**config.mk**
```make
export PLATFORM = sky130hd
export DESIGN_NAME = ps2_arrow_sequencer
export DESIGN_NICKNAME = d
export VERILOG_FILES = /design/src/rtl/ps2_pkg.sv /design/src/rtl/ps2_timeout_timer.sv /design/src/rtl/ps2_arrow_sequencer.sv
export SDC_FILE = /design/constraint.sdc
export NUM_CORES = 1
export LEC_CHECK = 0
export CAP_MARGIN = 40
export CORE_MARGIN = 5
export CORE_UTILIZATION = 53
export DETAILED_ROUTE_END_ITERATION = 8
export PLACE_DENSITY = 0.81
export SLEW_MARGIN = 20
export SYNTH_ARGS = -nofsm -noshare
export SYNTH_HDL_FRONTEND = slang
export SYNTH_SLANG_ARGS = --single-unit
```
**constraint.sdc**
```tcl
create_clock -name clk -period 2.7 [get_ports clk]
set_clock_uncertainty 0.05 [all_clocks]
set_input_delay 0.54 -clock clk [delete_from_list [all_inputs] [get_ports clk]]
set_output_delay 0.54 -clock clk [all_outputs]
set_load 0.01 [all_outputs]
```
**src/rtl/ps2_pkg.sv**
```systemverilog
// Shared PS/2 scan-code constants and sequencer state encoding.
package ps2_pkg;

  localparam logic [7:0] PS2_EXT       = 8'hE0;
  localparam logic [7:0] PS2_BREAK     = 8'hF0;
  localparam logic [7:0] PS2_BAT_OK    = 8'hAA;
  localparam logic [7:0] PS2_KEY_LEFT  = 8'h6B;
  localparam logic [7:0] PS2_KEY_RIGHT = 8'h74;

  typedef enum logic [1:0] {
    IDLE     = 2'd0,
    GOT_E0   = 2'd1,
    GOT_F0   = 2'd2,
    GOT_E0F0 = 2'd3
  } ps2_seq_state_t;

endpackage

```
**src/rtl/ps2_timeout_timer.sv**
```systemverilog
// Saturating cycle counter with synchronous clear and a terminal-count strobe.
// tc is combinational so the owner can act on it in the same cycle; it is
// suppressed while clr is high so a clearing event always wins over expiry.
module ps2_timeout_timer #(
  parameter int TIMEOUT_CYCLES = 1_000_000,
  localparam int W = $clog2(TIMEOUT_CYCLES + 1)
) (
  input  logic clk,
  input  logic rst,
  input  logic clr,
  input  logic en,
  output logic tc
);

  localparam logic [W-1:0] TC_VAL  = W'(TIMEOUT_CYCLES - 1);
  localparam logic [W-1:0] CNT_MAX = {W{1'b1}};

  logic [W-1:0] count;

  // Count enabled cycles, clear on request, hold at all-ones rather than wrap
  always_ff @(posedge clk or posedge rst) begin
    if (rst) begin
      count <= '0;
    end else if (clr) begin
      count <= '0;
    end else if (en && (count != CNT_MAX)) begin
      count <= count + 1'b1;
    end
  end

  assign tc = en && !clr && (count == TC_VAL);

endmodule

```
**src/rtl/ps2_arrow_sequencer.sv**
```systemverilog
// Turns validated PS/2 scan-code bytes into make/break events, tracks the
// E0/F0 prefixes, and keeps level "held" state for the left/right arrows.
//
// Handshake: code_valid and code_error are single-cycle strobes with no
// backpressure; every byte presented with code_valid is consumed that cycle.
// Outputs are registered and appear one clk edge after the completing byte.
module ps2_arrow_sequencer
  import ps2_pkg::*;
#(
  parameter int TIMEOUT_CYCLES = 1_000_000,
  parameter bit REQUIRE_EXT    = 1'b0
) (
  input  logic       clk,
  input  logic       rst,
  input  logic       code_valid,
  input  logic [7:0] code_byte,
  input  logic       code_error,
  output logic       key_event_valid,
  output logic [7:0] key_event_code,
  output logic       key_event_break,
  output logic       key_event_ext,
  output logic       left_held,
  output logic       right_held,
  output logic       left_press,
  output logic       right_press,
  output logic       left_release,
  output logic       right_release,
  output logic       protocol_error,
  output logic [1:0] state_dbg
);

  localparam logic [1:0] ST_IDLE     = 2'(IDLE);
  localparam logic [1:0] ST_GOT_E0   = 2'(GOT_E0);
  localparam logic [1:0] ST_GOT_F0   = 2'(GOT_F0);
  localparam logic [1:0] ST_GOT_E0F0 = 2'(GOT_E0F0);

  logic [1:0] state;
  logic [1:0] nxt_state;
  logic       tmo_tc;
  logic       tmo_clr;
  logic       tmo_en;

  logic       ev_fire;
  logic       ev_break;
  logic       ev_ext;
  logic       perr;
  logic       bat_clear;
  logic       is_prefix;
  logic       is_left;
  logic       is_right;

  assign state_dbg = state;

  // The timer only runs while a prefix is pending; any byte or error restarts it
  assign tmo_en  = (state != ST_IDLE);
  assign tmo_clr = code_valid || code_error || (state == ST_IDLE);

  ps2_timeout_timer #(
    .TIMEOUT_CYCLES(TIMEOUT_CYCLES)
  ) u_timeout (
    .clk (clk),
    .rst (rst),
    .clr (tmo_clr),
    .en  (tmo_en),
    .tc  (tmo_tc)
  );

  assign is_prefix = (code_byte == PS2_EXT) || (code_byte == PS2_BREAK);

  // Decode the incoming byte against the current prefix state
  always_comb begin
    nxt_state = state;
    ev_fire   = 1'b0;
    ev_break  = 1'b0;
    ev_ext    = 1'b0;
    perr      = 1'b0;
    bat_clear = 1'b0;
    if (code_error) begin
      nxt_state = ST_IDLE;
      perr      = 1'b1;
    end else if (code_valid) begin
      case (state)
        ST_IDLE: begin
          if (code_byte == PS2_EXT) begin
            nxt_state = ST_GOT_E0;
          end else if (code_byte == PS2_BREAK) begin
            nxt_state = ST_GOT_F0;
          end else if (code_byte == PS2_BAT_OK) begin
            bat_clear = 1'b1;
          end else begin
            ev_fire = 1'b1;
          end
        end
        ST_GOT_E0: begin
          if (code_byte == PS2_BREAK) begin
            nxt_state = ST_GOT_E0F0;
          end else if (code_byte != PS2_EXT) begin
            ev_fire   = 1'b1;
            ev_ext    = 1'b1;
            nxt_state = ST_IDLE;
          end
        end
        ST_GOT_F0: begin
          nxt_state = ST_IDLE;
          if (is_prefix) begin
            perr = 1'b1;
          end else begin
            ev_fire  = 1'b1;
            ev_break = 1'b1;
          end
        end
        default: begin
          nxt_state = ST_IDLE;
          if (is_prefix) begin
            perr = 1'b1;
          end else begin
            ev_fire  = 1'b1;
            ev_break = 1'b1;
            ev_ext   = 1'b1;
          end
        end
      endcase
    end else if (tmo_tc) begin
      nxt_state = ST_IDLE;
      perr      = 1'b1;
    end
  end

  assign is_left  = ev_fire && (code_byte == PS2_KEY_LEFT)  && (!REQUIRE_EXT || ev_ext);
  assign is_right = ev_fire && (code_byte == PS2_KEY_RIGHT) && (!REQUIRE_EXT || ev_ext);

  // State, event fields and single-cycle strobes
  always_ff @(posedge clk or posedge rst) begin
    if (rst) begin
      state           <= ST_IDLE;
      key_event_valid <= 1'b0;
      key_event_code  <= 8'h00;
      key_event_break <= 1'b0;
      key_event_ext   <= 1'b0;
      protocol_error  <= 1'b0;
    end else begin
      state           <= nxt_state;
      key_event_valid <= ev_fire;
      protocol_error  <= perr;
      if (ev_fire) begin
        key_event_code  <= code_byte;
        key_event_break <= ev_break;
        key_event_ext   <= ev_ext;
      end
    end
  end

  // Arrow held levels with edge strobes; self-test pass clears silently
  always_ff @(posedge clk or posedge rst) begin
    if (rst) begin
      left_held     <= 1'b0;
      right_held    <= 1'b0;
      left_press    <= 1'b0;
      right_press   <= 1'b0;
      left_release  <= 1'b0;
      right_release <= 1'b0;
    end else begin
      left_press    <= 1'b0;
      right_press   <= 1'b0;
      left_release  <= 1'b0;
      right_release <= 1'b0;
      if (bat_clear) begin
        left_held  <= 1'b0;
        right_held <= 1'b0;
      end
      if (is_left) begin
        if (ev_break) begin
          left_held    <= 1'b0;
          left_release <= left_held;
        end else begin
          left_held  <= 1'b1;
          left_press <= !left_held;
        end
      end
      if (is_right) begin
        if (ev_break) begin
          right_held    <= 1'b0;
          right_release <= right_held;
        end else begin
          right_held  <= 1'b1;
          right_press <= !right_held;
        end
      end
    end
  end

endmodule
```
==> run_results.csv <==
group,metric,value,unit
grt,grt_max_degree,41,
setup_path,r2r_cells,6,
sta,fin_crit,2.312,ns
setup_path,cp.required,2.86,ns
synthesis,synthArstFlopShare,1.000,
drt,first_iter_violations,103,
sta,max_freq,0.4326,GHz
setup_path,cpPeakStageDelay,0.51,ns
grt,grt_pass1_vias,1595,
synthesis,syn_area,1972,sq um
synthesis,synth_most_common_cell,"dfrtp_1",
synthesis,avgSynthCellArea,9.909,sq um
floorplan,initial_core_util,0.5427,
grt,antenna_found_initial,0,
placed_design,gp_congestion,0.9018,
sta,drv_slew,0,
sta,max_slew.worst_pin.slew,0.4791,ns
drt,wire_per_inst,14.95,um
cts,cts_resized,0,
floorplan,num_rows,22,
synthesis,synth_edf_count,0,
hold_path,holdPathEnd,"right_press",
setup_path,critPathKind,"in2reg",
drt,drtAntennaViolNets,0,
floorplan,design.die.area,5040,sq um
cts,numCtsBuffers,5,
synthesis,synth_cells,199,
floorplan,io_pins,32,
final_layout,antennaDiodeCount,0,
setup_path,reg2reg_from,"u_timeout.count[15]",
cts,cts_tree,"yes",
setup_path,path_buf_inv,2,
cts,clock_latency,0.29,ns
synthesis,synth_top_cell_area_share,0.5076,
sta,fin_crit_sh,0.8562,
cts,htree_levels,2,
cts,root_buffer,"clkbuf_8",
setup_path,crit_family,"simple AND/OR/NAND/NOR gates",
floorplan,die_y,71.00,um
setup_path,crit_path_max_fanout,16,
synthesis,yosysWarningCount,0,
flow_run,drv_cap,0,
synthesis,synthTopCellsByArea,"dfrtp_1 (51%), mux2_2 (4.6%), o21ai_0 (3.3%)",
setup_path,cp_slowest_cell,"and3_1",
final_layout,layout-drive-gt1-share,0.1181,
sta,slew_headroom,0.6806,
hold_path,hp-class,"reg2reg",
cts,clkTransAtPathRegs,0.08,ns
synthesis,syn_nets,212,
drt,wl,4.261,mm
setup_path,arrival,2.48,ns
sta,rsz0062_at_grt,"false",
final_layout,stdcell_area,2460,sq um
drt,first_pass_iters,4,
drt,via_per_inst,5.733,
grt,overflow,0,
sta,finalHoldViolations,0,
synthesis,synth-main-ff-cell,"dfrtp_1",
drt,drc,0,
hold_path,hp-start,"right_held",
cts,holdBufCountCts,0,
power,powerDensity,508.6,nW/um^2
cts,cts_setup_buffers,0,
sta,setup_viol,0,
floorplan,core_area,3633,sq um
synthesis,ys_ff_latch,40,
cts,cts_buffer_depth,2,
synthesis,ys_seq_area_frac,0.5076,
placed_design,io_buffers,31,
final_layout,syn_to_final_growth,24.75,%
setup_path,reg2reg_to,"u_timeout.count[19]",
synthesis,yosysTopAreaCell,"dfrtp_1",
placed_design,post-dp-hpwl,3.075,mm
sta,finalSetupTns,0,ns
final_layout,fin_nets,249,
hold_path,holdPathStages,1,
placed_design,placed_cell_area,2345,sq um
drt,vias,1634,
cts,cts_sinks,40,
setup_path,critPathCaptureType,"register",
outcome,outcome,"finished, final reports clean",
setup_path,crit_chain,"clkdlybuf4s50_1, or2_1, nor3_1, and3_1, buf_4, o21ai_0, a21oi_1",
setup_path,critPathLaunchType,"input pin",
final_layout,nFillCells,315,
grt,grt_pass1_wl,7.417,mm
power,p_leak,0.9589,nW
setup_path,r2r_slack,0.53,ns
synthesis,synth_common_cells,"dfrtp_1 (40), nor2_1 (17), nand2_1 (14)",
final_layout,finish.utilization,0.6770,
synthesis,synthDistinctLibCells,49,
grt,grt_use_total,0.1869,
floorplan,die-width,71.00,um
power,peakVddDrop,0.4177,mV
## worst reg2reg max path: stages, from the launching register on
cell and delay (ns):
dfrtp_1 0.41, and4_1 0.28, and4_1 0.27, and3_1 0.35, buf_4 0.21, or3_1 0.35, a21oi_1 0.17
## through the flow
| stage | power (W) | instances | worst slack, ns | hold WS (ns) |
|---|---|---|---|---|
| floorplan | 0.0006922 | 199 | 0.7394 | 0.4341 |
| global placement | 0.0007663 | 277 | 0.2426 | 0.4288 |
| detailed placement | 0.0007685 | 277 | 0.1280 | 0.4294 |
| CTS | 0.001263 | 285 | 0.4345 | 0.4424 |
| global route | 0.001303 | 285 | 0.3322 | 0.4701 |
| finish | 0.001251 | 285 | 0.3884 | 0.4431 |
## report_power, final
group / switching, W / leakage [nW] / internal [W]
registers: 0.0000109 / 0.536 / 0.000620
logic: 0.0000524 / 0.368 / 0.0000720
clock network: 0.000218 / 0.0548 / 0.000278
total: 0.000281 / 0.959 / 0.000970
## cell usage in the layout, fill, tap and decap left out, types with 6 or more instances in the layout
| cell type | n |
|---|---|
| nand3_1 | 10 |
| nor2_1 | 17 |
| or3_1 | 10 |
| o21ai_0 | 13 |
| clkdlybuf4s50_1 | 31 |
| dfrtp_1 | 40 |
| nor3_1 | 6 |
| buf_4 | 6 |
| mux2_2 | 8 |
| a21oi_1 | 11 |
| nand2_1 | 14 |
| nand4_1 | 6 |
## worst max-delay path by stage
stage                    start                  end  slack, ns  cells past startpoint
global placement    code_valid  u_timeout.count[17]       0.24                      7
CTS                 code_valid  u_timeout.count[19]       0.43                      7
finish              code_valid  u_timeout.count[19]       0.39                      7
floorplan           code_valid   u_timeout.count[5]       0.74                      7
global route        code_valid  u_timeout.count[19]       0.33                      7
detailed placement  code_valid  u_timeout.count[19]       0.13                      7
## area by class of cell
type / count / area, sq um / area share
Timing Repair Buffer: 37 / 355.3 / 0.1445
Inverter: 5 / 18.77 / 0.007630
Clock buffer: 5 / 68.82 / 0.02798
Multi-Input combinational cell: 147 / 909.6 / 0.3698
Sequential cell: 40 / 1001 / 0.4069
Tap cell: 48 / 60.06 / 0.02442
Clock inverter: 3 / 46.29 / 0.01882
## registers in the layout, indices dropped and copies added, names as in the netlist
| signal | count |
|---|---|
| key_event_break | 1 |
| key_event_code | 8 |
| key_event_ext | 1 |
| key_event_valid | 1 |
| left_held | 1 |
| left_press | 1 |
| left_release | 1 |
| protocol_error | 1 |
| right_held | 1 |
| right_press | 1 |
| right_release | 1 |
| state_dbg | 2 |
| u_timeout.count | 20 |
## logic make-up (layout without fill, tap and decap cells)
logic type | after synthesis | in the layout | synth area share
XOR/XNOR | 3 | 3 | 0.01333
adder cells (fa/ha/maj) | 1 | 1 | 0.006344
buffers and inverters | 12 | 50 | 0.03109
AND/OR/NAND/NOR | 94 | 94 | 0.2678
AO/OA/AOI/OAI | 40 | 40 | 0.1231
multiplexers | 9 | 9 | 0.05076
flip-flops | 40 | 40 | 0.5076
## per-layer routing
metal	up-vias	track usage	share of wire
met5	-	0	0
met4	0	0.07933	0.015
met3	4	0.04261	0.040
met2	40	0.2987	0.49
met1	779	0.2443	0.45
li1	811	-	-
Note: power is estimated with default switching activity, not from simulation.
